==> src/rtl/dcache_ctrl.sv <==
// Direct-mapped write-back data cache controller (16 lines x 256 b) with a hit/miss FSM.
// Optional hit/miss performance counters are built only when DCACHE_PERF_CNT_EN is defined.
`timescale 1ns/1ps
module dcache_ctrl (
    input  logic         clk_i,
    input  logic         rst_n_i,
    input  logic [31:0]  cpu_addr_i,
    input  logic [31:0]  cpu_data_i,
    input  logic         cpu_MemRead_i,
    input  logic         cpu_MemWrite_i,
    output logic [31:0]  cpu_data_o,
    output logic         cpu_stall_o,
    output logic [3:0]   sram_index_o,
    output logic [24:0]  sram_tag_o,
    output logic [255:0] sram_data_o,
    output logic         sram_enable_o,
    output logic         sram_write_o,
    input  logic [24:0]  sram_tag_i,
    input  logic [255:0] sram_data_i,
    input  logic         sram_hit_i,
    output logic [31:0]  mem_addr_o,
    output logic [255:0] mem_data_o,
    output logic         mem_enable_o,
    output logic         mem_write_o,
    input  logic [255:0] mem_data_i,
    input  logic         mem_ack_i,
    output logic [31:0]  hit_cnt_o,
    output logic [31:0]  miss_cnt_o
);

    typedef enum logic [2:0] {IDLE, MISS, WRITEBACK, READMISS, READMISSOK} state_t;

    state_t       state_reg, state_next;
    logic [22:0]  cpu_tag;
    logic [3:0]   cpu_index;
    logic [2:0]   cpu_offset;
    logic         req, is_write;
    logic [255:0] merged_line;
    logic [31:0]  sel_word;
    logic         hit_evt, miss_evt;
    logic         unused_addr_lsb;

    assign cpu_tag         = cpu_addr_i[31:9];
    assign cpu_index       = cpu_addr_i[8:5];
    assign cpu_offset      = cpu_addr_i[4:2];
    assign unused_addr_lsb = &{1'b0, cpu_addr_i[1:0]};
    assign req             = cpu_MemRead_i | cpu_MemWrite_i;
    assign is_write        = cpu_MemWrite_i;
    assign sel_word        = sram_data_i[{cpu_offset, 5'b0} +: 32];

    // Line image for a write hit: only the addressed word takes the CPU data.
    genvar gi;
    generate
        for (gi = 0; gi < 8; gi++) begin : g_word
            assign merged_line[gi*32 +: 32] = (cpu_offset == 3'(gi)) ? cpu_data_i
                                                                      : sram_data_i[gi*32 +: 32];
        end
    endgenerate

    always_ff @(posedge clk_i or negedge rst_n_i) begin
        if (!rst_n_i) state_reg <= IDLE;
        else          state_reg <= state_next;
    end

    // Every output is held at zero while reset is asserted, independent of the clock.
    always_comb begin
        state_next    = state_reg;
        cpu_data_o    = '0;
        cpu_stall_o   = 1'b0;
        sram_index_o  = '0;
        sram_tag_o    = '0;
        sram_data_o   = '0;
        sram_enable_o = 1'b0;
        sram_write_o  = 1'b0;
        mem_addr_o    = '0;
        mem_data_o    = '0;
        mem_enable_o  = 1'b0;
        mem_write_o   = 1'b0;
        hit_evt       = 1'b0;
        miss_evt      = 1'b0;
        if (rst_n_i) begin
            sram_index_o  = cpu_index;
            sram_enable_o = 1'b1;
            case (state_reg)
                IDLE: begin
                    sram_enable_o = req;
                    cpu_data_o    = sel_word;
                    if (req && sram_hit_i) begin
                        hit_evt = 1'b1;
                        if (is_write) begin
                            sram_write_o = 1'b1;
                            sram_data_o  = merged_line;
                            sram_tag_o   = {2'b11, cpu_tag};
                        end
                    end else if (req) begin
                        cpu_stall_o = 1'b1;
                        miss_evt    = 1'b1;
                        state_next  = MISS;
                    end
                end
                MISS: begin
                    cpu_stall_o = 1'b1;
                    state_next  = (sram_tag_i[24] && sram_tag_i[23]) ? WRITEBACK : READMISS;
                end
                WRITEBACK: begin
                    cpu_stall_o  = 1'b1;
                    mem_enable_o = 1'b1;
                    mem_write_o  = 1'b1;
                    mem_addr_o   = {sram_tag_i[22:0], cpu_index, 5'b0};
                    mem_data_o   = sram_data_i;
                    if (mem_ack_i) state_next = READMISS;
                end
                READMISS: begin
                    cpu_stall_o  = 1'b1;
                    mem_enable_o = 1'b1;
                    mem_addr_o   = {cpu_tag, cpu_index, 5'b0};
                    if (mem_ack_i) begin
                        sram_write_o = 1'b1;
                        sram_tag_o   = {2'b10, cpu_tag};
                        sram_data_o  = mem_data_i;
                        state_next   = READMISSOK;
                    end
                end
                READMISSOK: begin
                    cpu_stall_o = 1'b1;
                    state_next  = IDLE;
                end
                default: state_next = IDLE;
            endcase
        end
    end

`ifdef DCACHE_PERF_CNT_EN
    logic [31:0] hit_cnt_reg, miss_cnt_reg;

    always_ff @(posedge clk_i or negedge rst_n_i) begin
        if (!rst_n_i) begin
            hit_cnt_reg  <= '0;
            miss_cnt_reg <= '0;
        end else begin
            if (hit_evt)  hit_cnt_reg  <= hit_cnt_reg + 32'd1;
            if (miss_evt) miss_cnt_reg <= miss_cnt_reg + 32'd1;
        end
    end

    assign hit_cnt_o  = hit_cnt_reg;
    assign miss_cnt_o = miss_cnt_reg;
`else
    logic unused_evt;
    assign unused_evt = hit_evt | miss_evt;
    assign hit_cnt_o  = '0;
    assign miss_cnt_o = '0;
`endif

endmodule
==> config.mk <==
export PLATFORM = sky130hd
export DESIGN_NAME = dcache_ctrl
export DESIGN_NICKNAME = d
export VERILOG_FILES = /design/src/rtl/dcache_ctrl.sv
export SDC_FILE = /design/constraint.sdc
export NUM_CORES = 1
export LEC_CHECK = 0
export ABC_AREA = 0
export BUFFER_PORTS_ARGS = -buffer_cell sky130_fd_sc_hd__buf_2
export CAP_MARGIN = 10
export CORE_AREA = 2 2 492 494
export DETAILED_ROUTE_END_ITERATION = 6
export DIE_AREA = 0 0 494 496
export SETUP_SLACK_MARGIN = 0.5
export SLEW_MARGIN = 10
export SYNTH_ARGS = -nofsm -noshare
export SYNTH_HDL_FRONTEND = slang
export SYNTH_SLANG_ARGS = --single-unit
==> constraint.sdc <==
create_clock -name clk_i -period 3.9 [get_ports clk_i]
set_clock_uncertainty 0.1 [all_clocks]
set_input_delay 1.17 -clock clk_i [delete_from_list [all_inputs] [get_ports clk_i]]
set_output_delay 1.17 -clock clk_i [all_outputs]
set_load 0.01 [all_outputs]
### Word-level counts from Yosys, hierarchy flattened

Index checks and enable logic that the tools add are counted.

| cells by class | value |
|---|---|
| add/sub/neg operators | 0 |
| reduce and logical (&&, ||, !) cells | 7 |
| divide/modulo/power cells | 0 |
| mux-type cells | 46 |
| $mul | 0 |
| $lt $le $gt $ge | 0 |
| bitwise logic cells | 1 |
| equal/unequal tests | 15 |
| shift-type cells | 1 |

Operators by type and width:

| cell | number |
|---|---|
| 256-bit 2-to-1 mux | 6 |
| 256-bit one-hot mux with 2 select lines | 1 |
| 32-bit 2-to-1 mux | 11 |
| 256-bit by 9-bit indexed part select with 32-bit output | 1 |
| 25-bit 2-to-1 mux | 4 |
| 32-bit one-hot mux with 2 select lines | 1 |
| 25-bit one-hot mux with 2 select lines | 1 |
| 3-bit == test (second input constant) | 5 |
| 1-bit 2-to-1 mux | 14 |
| 3-bit by 2-bit == test with 1-bit output (second input constant) | 4 |
| 3-bit 2-to-1 mux | 4 |
| 3-bit one-hot mux with 4 select lines | 1 |
| 2-bit inequality test (second input constant) | 4 |
| 3-bit by 1-bit == test with 1-bit output (second input constant) | 2 |
| 3-bit zero test | 2 |
| 5-bit AND reduction | 1 |
| 4-bit 2-to-1 mux | 1 |
| 1-bit one-hot mux with 2 select lines | 2 |
| 4-bit OR reduction | 1 |
| 1-bit logical AND | 2 |
| 2-bit OR reduction | 1 |
| 1-bit OR | 1 |

| storage, ports and cells | value |
|---|---|
| bits in registers | 3 |
| ROM bits | 0 |
| RAM bits | 0 |
| latch bits | 0 |
| memories | 0 |
| bits of input ports | 607 |
| output and inout port bits | 674 |
| logic and storage cells | 71 |

### Longest topological paths before layout

Gate-level depths: netlist of the first run.

| depth | value |
|---|---|
| depth in word-level cells | 6 |
| mapped depth | 7 |
| depth with buffers taken out | 3 |

### Worst setup path after synthesis of the first run

No wires, ideal clock.

| timing path | value |
|---|---|
| path kind | input port to output port |
| start point | in cpu_addr_i[3] |
| end point | out cpu_data_o[23] |
| stages | 5 |
| slack | 0.179 ns |
| arrival time | 2.451 ns |
| buffers on the path | 3 |
| cell sequence | buf_4 buf_2 clkbuf_1 mux4_2 a22o_1 |

| on the way | value |
|---|---|
| cells in the longest elaborated chain, start to end | 3 |

RTL lines:

| what | line | RTL |
|---|---|---|
| start, declared | 7 | `input logic [31:0] cpu_addr_i,` |
| 256-bit by 9-bit indexed part select with 32-bit output | 49 | `assign sel_word = sram_data_i[{cpu_offset, 5'b0} +: 32];` |
| 32-bit 2-to-1 mux | 84 | `case (state_reg)` |
| 32-bit 2-to-1 mux | 81 | `if (rst_n_i) begin` |
| end, declared | 11 | `output logic [31:0] cpu_data_o,` |

No other way between the ends.

### Worst setup path after layout of the first run

| timing path | value |
|---|---|
| start point | in cpu_addr_i[2] |
| end point | out sram_data_o[9] |

| on the way | value |
|---|---|
| cells in the longest elaborated chain, start to end | 6 |

RTL lines:

| what | line | RTL |
|---|---|---|
| 3-bit zero test | 55 | `assign merged_line[gi*32 +: 32] = (cpu_offset == 3'(gi)) ? cpu_data_i` |
| 32-bit 2-to-1 mux | 55 |  |
| 256-bit 2-to-1 mux | 90 | `if (is_write) begin` |
| 256-bit 2-to-1 mux | 88 | `if (req && sram_hit_i) begin` |
| 256-bit one-hot mux with 2 select lines | 84 |  |
| 256-bit 2-to-1 mux | 81 |  |
| end, declared | 15 | `output logic [255:0] sram_data_o,` |

No other way between the ends.

==> impl_results.md, run 1 <==
- Antenna Nets Post-Route: 0
- Synth warn: 0
- Routability congestion estimate: slightly above 0.9
- Max_slew headroom: approximately two thirds
- Power Density: roughly 260 mW/mm²
- Cell variety after synth: 33
- Min-delay worst type: flop to flop
- Die Wd: ~500 µm
- Worst setup startpoint: cpu_addr_i[2]
- Minimum clock period: just over 4 ns
- Die height: 496 µm
- Netlist Area Pre-Place: 0.0106 mm²
- R2r startpoint: state_reg[1]$_DFFE_PN0P_
- Pre-CTS setup slack: -0.599 ns
- WL final: between 200,000 and 300,000 µm
- Antenna violations before repair: approximately 250
- Multi-input gate area: approximately 0.013 mm²
- CTS tree: built
- WS Path Type: input pin to primary output
- Clk_lat worst skew: 0.22 ns
- Post-route cell area: roughly 0.031 mm²
- Initial Util: roughly 4.4%
- Largest net degree at the start of global routing: 30
- Crit. End Element: primary output
- Leakage: about 0.013 µW
- Worst IR Drop VDD: 140 µV
- Routed wire per std cell: between 40 and 50 µm
- Worst slew pin tran: about 0.52 ns
- Unrepaired setup endpoints after global routing: yes
- Req. time, crit path: 2.63 ns
- R2R Path End: state_reg[0]$_DFFE_PN0P_
- Max Clk Rate: roughly 240 MHz
- CP endpoint: sram_data_o[9]
- Worst path slowest cell: mux2i_1
- Gr ovfl total: 0
- CTS clk-pin slew, worst paths: 0.03 ns
- First-pass DRT Iterations: 7
- Final Power: between 8000 and 9000 µW
- CTS max path bufs: 2
- Area Growth Syn to Fin: 197%
- Fill cell count: around 27,000
- # clock sinks: 3
- Die Footprint: around 0.25 mm²
- Setup Viol. Count Final: 267
- Final Hold Fails: 0
- Number of vias per cell: 3.35
- Worst reg2reg setup slack: around 2.4 ns
- Initial DRC Count: 2,056
- CP max FO: 10
- Cell chain of the critical path: buf_16 > buf_16 > buf_12 > nor3_4 > buf_12 > buf_12 > mux2i_1 > buf_4 > o2bb2ai_1 > buf_4
- Failing checks: DRC, setup timing
- Tcrit/Tclk final: 106%
- Total core area: about 0.24 mm²
- Share of cells above drive strength 1: 75.8%
- Seq/Total Area, Yosys: less than 1%
- Root buf cell: clkbuf_16
- First-pass GRT wire length: between 200,000 and 300,000 µm
- Row cnt: between 150 and 200
- Worst setup margin: -0.238 ns
- Max-slew violations: 0
- Final net count: 3,276
- Syn Area/Cell: a little over 8 µm²
- Fin util: 13.1%
- I/O Pins: between 1,000 and 1,500
- HPWL after DPL: about 220,000 µm
- Mapped Cells: between 1,000 and 1,500
- Max reg flops: 3
- Vias: roughly 20,000
- Crit-path max cell delay: 0.23 ns
- Status: finished, violations left
- Cell area after placement: around 0.024 mm²
- Port Buf Inserts: ~1,200
- Most used cell, CP: buf_12
- Tot GR Track Use: roughly a fifth
- Residual DRC: 2
- Vias in the first global route: between 15,000 and 20,000
- CP startpoint kind: input pin
- # Max-Cap Violations: 0
- Num CTS Buffers: 3
- Crit path arrival time: 2.87 ns
- H-tree depth reported by CTS: 1
- Register area: ~76 µm²
- R2r worst-path depth: 3
- Yosys reg bits: 3
how the worst min path moves through the flow:
stage	from	endpoint	slack [ns]	depth (start not counted)
after floorplan	state_reg[1]$_DFFE_PN0P_	state_reg[1]$_DFFE_PN0P_	0.52	3
after detailed placement	state_reg[2]$_DFFE_PN0P_	state_reg[2]$_DFFE_PN0P_	0.61	2
after global routing	state_reg[2]$_DFFE_PN0P_	state_reg[2]$_DFFE_PN0P_	0.69	2
final	state_reg[2]$_DFFE_PN0P_	state_reg[2]$_DFFE_PN0P_	0.65	2
after CTS	state_reg[2]$_DFFE_PN0P_	state_reg[2]$_DFFE_PN0P_	0.64	2
after global placement	state_reg[2]$_DFFE_PN0P_	state_reg[2]$_DFFE_PN0P_	0.59	2
where the power goes:
part / internal (µW) / switching [µW] / leakage (µW)
combinational: 3300 / 4550 / 0.0134
sequential: 45.8 / 37.9 / 0.0000349
clock: 135 / 27.2 / 0.0000387
total: 3480 / 4620 / 0.0135
cells in the mapped netlist:
cell,instances,area share [%]
buf_1,15,0.53
nor4b_2,1,0.14
nor2_1,25,0.89
dfrtp_1,3,0.71
nand3_1,3,0.14
buf_2,53,2.5
a22o_1,32,2.7
nand2_1,4,0.14
inv_1,5,0.18
conb_1,1,0.036
a221oi_1,1,0.083
nand2b_1,31,1.8
and2_1,288,17
clkbuf_1,94,3.3
nor2_4,1,0.11
o22ai_1,1,0.059
buf_6,1,0.11
o2bb2ai_1,256,21
mux2i_1,280,27
o21bai_1,1,0.071
nor2_2,2,0.12
or4b_4,1,0.13
buf_4,89,6.3
nor3_1,1,0.047
o22ai_4,1,0.19
nor3b_1,3,0.21
a21oi_1,4,0.19
and3_1,1,0.059
nand3b_1,3,0.21
nand3b_4,1,0.19
o21ai_0,2,0.095
nor3_4,1,0.15
mux4_2,64,14
cell usage in the layout, fill, tap and decap left out, drive strengths merged, types with 4 or more instances in the layout:
cell type | netlist | final
nor2 | 28 | 28
a22o | 32 | 32
mux4 | 64 | 64
nand3b | 4 | 4
inv | 5 | 5
a21oi | 4 | 4
nand2b | 31 | 31
and2 | 288 | 288
o2bb2ai | 256 | 256
clkbuf | 94 | 17
nand2 | 4 | 4
buf | 158 | 1564
diode | 0 | 93
mux2i | 280 | 280
conb | 1 | 69
logic make-up after synthesis:
group,synth area share [%]
simple gates,21.5
mux,40.2
compound gates,24.6
buf+inv,13.0
flops,0.711
other cells,0.0355
worst max-delay path, delay by kind of cell:
family,cells,cell delay (ns)
AOI/OAI and AO/OA,1,0.08
and+or+nand+nor,1,0.19
buffers and inverters,7,1.12
muxes,1,0.23
cell type report:
| class | instances | area share [%] |
|---|---|---|
| Timing Repair Buffer | 1579 | 44.2 |
| Inverter | 5 | 0.0599 |
| Tap cell | 3185 | 12.7 |
| Clock buffer | 4 | 0.252 |
| Multi-Input combinational cell | 1077 | 41.8 |
| Sequential cell | 3 | 0.244 |
| Antenna cell | 93 | 0.743 |
metrics by stage:
| stage | instances | setup TNS, ns | hold slack [ns] |
|---|---|---|---|
| after detailed placement | 5671 | -46.67 | 0.610 |
| after CTS | 5805 | -21.91 | 0.642 |
| after global placement | 5671 | -41.42 | 0.593 |
| after floorplan | 1337 | 0 | 0.520 |
| after global routing | 5891 | -39.62 | 0.689 |
| final | 5946 | -27.01 | 0.648 |
per-layer routing:
| layer | vias up | track usage (%) | routed length [µm] |
|---|---|---|---|
| li1 | 7586 | - | - |
| met1 | 9602 | 21.4 | 94700 |
| met2 | 1999 | 32.4 | 115000 |
| met3 | 635 | 11.1 | 35600 |
| met4 | 110 | 3.88 | 10000 |
| met5 | - | 0.695 | 724 |
repair_timing:
action / 4_1_cts / 5_1_grt
gates resized for setup: 582 / 321
buffers inserted: 101 / 35
hold buffers: 0 / 0
endpoints found under the setup margin: 590 / 599
cloned: 29 / 13
pin swaps: 38 / 59
Note: power is estimated with default switching activity, not from simulation.
==> run 2: changes to the inputs <==
--- a/config.mk
+++ b/config.mk
@@ -11,6 +11,7 @@
 export CORE_AREA = 2 2 492 494
 export DETAILED_ROUTE_END_ITERATION = 6
 export DIE_AREA = 0 0 494 496
+export PLACE_DENSITY_LB_ADDON = 0.12
 export SETUP_SLACK_MARGIN = 0.5
 export SLEW_MARGIN = 10
 export SYNTH_ARGS = -nofsm -noshare
==> run 2 against run 1 <==
Against the previous run: sequential power rose by 6.3%; clock power barely moved; the flow finishes with violations (setup timing); utilization grew 1.6 points; highest routed layer unchanged; critical endpoint is now sram_data_o[134].
==> impl_results.md, run 2 (same netlist as run 1, synthesis figures left out) <==
- Vias in the first global route: 18,400 (+4.1%)
- # clock sinks: 3 (unchanged)
- Req. time, crit path: 2.63 ns (about the same)
- Clk_lat worst skew: 0.23 ns (about the same)
- Max reg flops: 3 (unchanged)
- Hold wc startpoint: state_reg[2]$_DFFE_PN0P_
- WP buf/inv: 7 (unchanged)
- Unrepaired setup endpoints after global routing: yes
- Die Footprint: 0.245 mm² (unchanged)
- Most used cell, CP: buf_12
- Power Density: 275 mW/mm² (+6.3%)
- I/O Pins: 1,281 (unchanged)
- Comb power frac: 97.4% (+0.4 points)
- WS Path Type: input pin to primary output
- CP max FO: 14 (+4)
- Row cnt: 180 (unchanged)
- Worst slew pin tran: 0.568 ns (+0.0485 ns)
- CTS clk-pin slew, worst paths: 0.03 ns (about the same)
- Max_slew headroom: 62.1% (-3.2 points)
- Internal: 5100 µW (+46%)
- H-tree depth reported by CTS: 1 (unchanged)
- WL final: 208,000 µm (-19%)
- Final Hold Fails: 0 (unchanged)
- Port Buf Inserts: 1,209 (unchanged)
- Pre-CTS setup slack: -0.586 ns (+0.0136 ns)
- Crit-path leading delay family: buffers and inverters
- Die height: 496 µm (unchanged)
- Total core area: 0.240 mm² (unchanged)
- # Max-Cap Violations: 0 (unchanged)
- Worst setup margin: -0.187 ns (+0.0517 ns)
- Placed Cells: 5,704 (+0.58%)
- First-pass DRT Iterations: 4 (-3)
- Final net count: 3,406 (+4.0%)
- Setup Viol. Count Final: 497 (+86%)
- Share of cells above drive strength 1: 85.5% (+9.6 points)
- Antenna violations before repair: 137 (-45%)
- Residual DRC: 0 (-2)
- Net Sw Power: 4580 µW (-0.90%)
- R2r startpoint: state_reg[0]$_DFFE_PN0P_
- Worst setup startpoint: cpu_addr_i[2]
- Most common cell after layout, fill and taps aside: buf_2
- Minimum clock period: 4.09 ns (-0.0517 ns)
- Net Sw Frac: 47.3% (-9.7 points)
- Largest net degree at the start of global routing: 29 (-3.3%)
- Crit path arrival time: 2.82 ns (-0.05 ns)
- CP startpoint kind: input pin
- Tcrit/Tclk final: 105% (-1.3 points)
- Root buf cell: clkbuf_16
- CTS tree: built
- Tot GR Track Use: 15.7% (-3.8 points)
- Cell chain of the critical path: clkbuf_16 > buf_12 > buf_12 > nor3b_4 > buf_6 > buf_16 > buf_4 > mux2i_4 > o2bb2ai_2 > buf_2
- Gr ovfl total: 0 (unchanged)
- Number of vias per cell: 3.08 (-8.1%)
- Area Growth Syn to Fin: 234%
- Status: finished, violations left
- Crit-path max cell delay: 0.22 ns (about the same)
- Routability congestion estimate: 0.822 (-9.4%)
- Max-slew violations: 0 (unchanged)
- Failing checks: setup timing
- Max Clk Rate: 245 MHz (+1.3%)
- Die Wd: 494 µm (unchanged)
- Antenna Nets Post-Route: 0 (unchanged)
- HPWL after DPL: 168,000 µm (-23%)
- Fill cell count: 27,200 (+0.11%)
- Clock Power Share: 1.7% (-0.3 points)
- CTS max path bufs: 2 (unchanged)
- Num CTS Buffers: 3 (unchanged)
- Flop pwr share: 0.9% (about the same)
- Routed wire per std cell: 34.6 µm (-20%)
- Initial DRC Count: 936 (-54%)
- Leakage: 0.0150 µW (+11%)
- Crit. End Element: primary output
- Worst path slowest cell: mux2i_4
- Commonest cells after routing, fill and taps aside: 751 x buf_2, 492 x buf_6, 256 x and2_4, 160 x mux2i_1, 160 x buf_4
- First-pass GRT wire length: 242,000 µm (-16%)
- Min-delay worst type: flop to flop
- Hold_buf cts: 0 (unchanged)
- Fin cells: 6,022 (+1.3%)
- Vias: 18,600 (-6.9%)
- Initial Util: 4.40% (unchanged)
- Worst IR Drop VDD: 137 µV (-2.1%)
==> run 2: cell types whose count changed in the layout (fill, tap and decap cells not counted), moves of 17 or more <==
cell | previous run | this run
buf_6 | 170 | 492
and2_4 | 8 | 256
and2_1 | 278 | 32
buf_2 | 971 | 751
diode_2 | 93 | 39
buf_12 | 188 | 159
buf_16 | 49 | 72
o2bb2ai_4 | 85 | 106
buf_8 | 22 | 42
mux2i_1 | 140 | 160
mux2i_4 | 80 | 61
clkbuf_16 | 16 | 33
==> run 2: worst reg2reg max path, stage by stage (launching register included) <==
cell and delay, ns:
dfrtp_2 0.44, buf_4 0.47, nor3_1 0.18, a221oi_1 0.38, mux2i_1 0.24
==> run 2: area by class of cell <==
type / count / area [µm²] / share of cell area [%]
Timing Repair Buffer: 1709 / 17100 / 48.7
Multi-Input combinational cell: 1077 / 13800 / 39.2
Tap cell: 3185 / 3990 / 11.3
Antenna cell: 39 / 97.6 / 0.277
Clock buffer: 4 / 78.8 / 0.224
Sequential cell: 3 / 76.3 / 0.217
Inverter: 5 / 25.0 / 0.0711
==> run 2: final timing paths <==
check | end | slack, ns | depth (start not counted)
max reg2reg | state_reg[0]$_DFFE_PN0P_ | 2.02 | 4
min in group asynchronous | state_reg[1]$_DFFE_PN0P_ | 0.78 | 2
max in group asynchronous | state_reg[0]$_DFFE_PN0P_ | 2.78 | 2
max | sram_data_o[134] | -0.19 | 10
min reg2reg | state_reg[2]$_DFFE_PN0P_ | 0.67 | 2
min | state_reg[2]$_DFFE_PN0P_ | 0.67 | 2
==> run 2: through the flow <==
step	utilization (%)	area [µm²]	hold slack, ns	setup TNS [ns]	total power, µW
global placement	9.69	23200	0.613	-94.25	5720
floorplan	-	12000	0.520	0	2420
finish	14.7	35200	0.665	-35.49	9670
detailed placement	9.69	23200	0.626	-95.53	5690
global route	14.7	35100	0.677	-71.96	10100
CTS	12.2	29300	0.664	-42.82	7930
==> run 2: per-layer routing <==
metal	GRT usage, %	part of all wire (%)	vias up
met1	18.7	40	9337
met3	6.40	10	233
met2	26.7	47	1117
met4	2.38	2.1	72
li1	-	-	7801
met5	0	0.22	-
==> run 2: power groups by stage <==
| stage | clock [µW] | combinational (µW) | sequential [µW] |
|---|---|---|---|
| floorplan | 0 | 2360 | 58.4 |
| global placement | 0 | 5630 | 83.5 |
| detailed placement | 0 | 5600 | 83.1 |
| CTS | 165 | 7680 | 87.7 |
| global route | 170 | 9870 | 92.5 |
| finish | 163 | 9420 | 89.1 |
==> run 2: what timing repair did <==
item	in CTS	in global routing
setup endpoints to repair	600	600
cloned	52	30
setup buffers	137	56
pin swaps	58	130
gates resized for setup	656	992
==> run 3: changes to the inputs <==
==> constraint.sdc (replaced) <==
create_clock -name clk_i -period 3.9 [get_ports clk_i]
set_clock_uncertainty 0.1 [all_clocks]
set_input_delay 1.17 -clock clk_i [delete_from_list [all_inputs] [get_ports clk_i]]
set_output_delay 1.17 -clock clk_i [all_outputs]
set_load 0.05 [all_outputs]
==> run 3 against run 2 <==
Against the previous run: the flow still finishes with violations (setup timing); via count down 3.3%; power up 22%; combinational power up 23%; worst setup slack worse by 0.029 ns; utilization up 0.56 points; critical path depth up 1; non-clock buffer count up 11; first-iteration DRC count down 23%; die area unchanged; cell area up 3.8%; cell count up 0.15%; global-route usage down 1.1 points.
==> impl_results.md, run 3 (same netlist as run 1, synthesis figures left out) <==
- CP startpoint kind: input pin
- Top Metal Used: met5
- Vias in the first global route: 18,600 (+1.2%)
- Gr ovfl total: 0 (unchanged)
- Antenna violations before repair: 105 (-23%)
- Row cnt: 180 (unchanged)
- Hold Path Cell Cnt: 2 (unchanged)
- Tot GR Track Use: 14.6% (-1.1 points)
- Failing checks: setup timing
- Min-delay worst type: flop to flop
- Worst slew pin tran: 0.584 ns (+0.0158 ns)
- Initial DRC Count: 720 (-23%)
- Die Footprint: 0.245 mm² (unchanged)
- # Max-Cap Violations: 0 (unchanged)
- WL met3: 16,200 µm (-26%)
- Worst path slowest cell: o2bb2ai_4
- Most common cell after layout, fill and taps aside: buf_2
- Cell chain of the critical path: buf_8 > nor4b_4 > buf_4 > nand3_4 > buf_12 > buf_16 > buf_16 > buf_12 > o2bb2ai_4 > buf_6 > buf_12
- Hold_buf cts: 0 (unchanged)
- Max reg flops: 3 (unchanged)
- Die Wd: 494 µm (unchanged)
- Worst IR Drop VDD: 144 µV (+5.3%)
- Share of cells above drive strength 1: 78.1% (-7.4 points)
- Req. time, crit path: 2.63 ns (about the same)
- H-tree depth reported by CTS: 1 (unchanged)
- Max-slew violations: 0 (unchanged)
- Routed wire per std cell: 31.9 µm (-7.7%)
- Leakage: 0.0152 µW (+1.7%)
- Commonest cells after routing, fill and taps aside: 806 x buf_2, 344 x buf_12, 254 x and2_1, 234 x buf_4, 179 x buf_6
- Final Hold Fails: 0 (unchanged)
- Largest net degree at the start of global routing: 52 (+79%)
- Residual DRC: 0 (unchanged)
- Num CTS Buffers: 3 (unchanged)
- Initial Util: 4.40% (unchanged)
- Die height: 496 µm (unchanged)
- Crit-path max cell delay: 0.23 ns (about the same)
- Antenna Nets Post-Route: 0 (unchanged)
- Hold_ws: 0.642 ns (-0.0232 ns)
- WL final: 192,000 µm (-7.6%)
- Final net count: 3,417 (+0.32%)
- CP max FO: 7 (-7)
- CTS clk-pin slew, worst paths: 0.03 ns (about the same)
- Worst setup margin: -0.216 ns (-0.0291 ns)
- Setup Viol. Count Final: 330 (-34%)
- Area Growth Syn to Fin: 246%
- Root buf cell: clkbuf_16
- Unrepaired setup endpoints after global routing: yes
- CTS tree: built
- Post-route cell area: 0.0365 mm² (+3.8%)
- Final Power: 11,800 µW (+22%)
- Total core area: 0.240 mm² (unchanged)
- First-pass GRT wire length: 229,000 µm (-5.7%)
- Power Density: 323 mW/mm² (+18%)
- Max_slew headroom: 61.1% (-1.1 points)
- WL met2: 98,200 µm (-0.55%)
- Pre-CTS setup slack: -0.661 ns (-0.0759 ns)
- Crit path arrival time: 2.85 ns (+0.03 ns)
- First-pass DRT Iterations: 5 (+1)
- Status: finished, violations left
- Crit. End Element: primary output
- I/O Pins: 1,281 (unchanged)
- # clock sinks: 3 (unchanged)
- Cell area after placement: 0.0279 mm² (+20%)
- CTS max path bufs: 2 (unchanged)
- Minimum clock period: 4.12 ns (+0.0291 ns)
- Max Clk Rate: 243 MHz (-0.71%)
- R2r worst-path depth: 4 (unchanged)
- Tcrit/Tclk final: 106% (+0.75 points)
- TNS Setup: -21.88 ns (+13.61 ns)
- Routability congestion estimate: 0.859 (+4.6%)
- Most used cell, CP: buf_12
- Number of vias per cell: 2.98 (-3.4%)
- Clk_lat worst skew: 0.22 ns (about the same)
- WS Path Type: input pin to primary output
- HPWL after DPL: 156,000 µm (-6.8%)
- Met1 wire length: 73,900 µm (-11%)
- Vias: 18,000 (-3.3%)
- Port Buf Inserts: 1,209 (unchanged)
-- run 3: cell count changes in the layout (fill, tap and decap cells not counted), moves of 47 or more --
cell / previous run / this run
buf_12: 159 / 344
buf_2: 751 / 806
and2_1: 32 / 254
and2_4: 256 / 34
buf_4: 160 / 234
buf_6: 492 / 179
o2bb2ai_2: 103 / 56
o2bb2ai_4: 106 / 170
-- run 3: final timing paths --
kind                                          start  slack (ns)                  endpoint
hold reg to reg            state_reg[2]$_DFFE_PN0P_        0.64  state_reg[2]$_DFFE_PN0P_
hold / removal             state_reg[2]$_DFFE_PN0P_        0.64  state_reg[2]$_DFFE_PN0P_
setup reg to reg           state_reg[0]$_DFFE_PN0P_        2.01  state_reg[0]$_DFFE_PN0P_
min in group asynchronous                   rst_n_i        0.84  state_reg[2]$_DFFE_PN0P_
setup / recovery                            rst_n_i       -0.22          sram_data_o[195]
max in group asynchronous                   rst_n_i        2.75  state_reg[0]$_DFFE_PN0P_
-- run 3: worst max-delay path, delay by kind of cell --
kind	cells	cell delay, ns
and+or+nand+nor	2	0.26
buffers and inverters	8	1.14
AOI/OAI and AO/OA	1	0.23
-- run 3: per-layer routing --
layer  vias to the layer above  global-route usage, %
met2                       982                   26.6
met5                         -                      0
met3                       202                   5.12
met4                        60                   2.26
met1                      8920                   16.3
li1                       7787                      -
-- run 3: power breakdown --
group	internal (µW)	leakage [µW]	total [µW]	switching [µW]
logic	4590	0.0151	11600	6970
registers	44.6	0.0000359	84.4	39.7
clock network	135	0.0000384	162	27.3
total	4770	0.0152	11800	7030
-- run 3: final cells by class --
cell class,instances,area [µm²]
antenna,37,92.6
clock buffer,4,78.8
fill,27100,203000
inverter,5,18.8
multi-input combinational,1077,14400
sequential,3,75.1
tap,3185,3990
timing repair buffer,1720,17900
-- run 3: per-stage QoR --
step | util, % | instances
after floorplan | - | 1337
after global placement | 11.6 | 5800
after detailed placement | 11.6 | 5800
after CTS | 14.5 | 5953
after global routing | 15.2 | 6018
final | 15.2 | 6031
-- run 3: timing repair --
item	CTS	global route
setup buffers	120	28
cloned	29	13
pin swaps	97	39
endpoints found under the setup margin	600	600
resized for setup	877	252
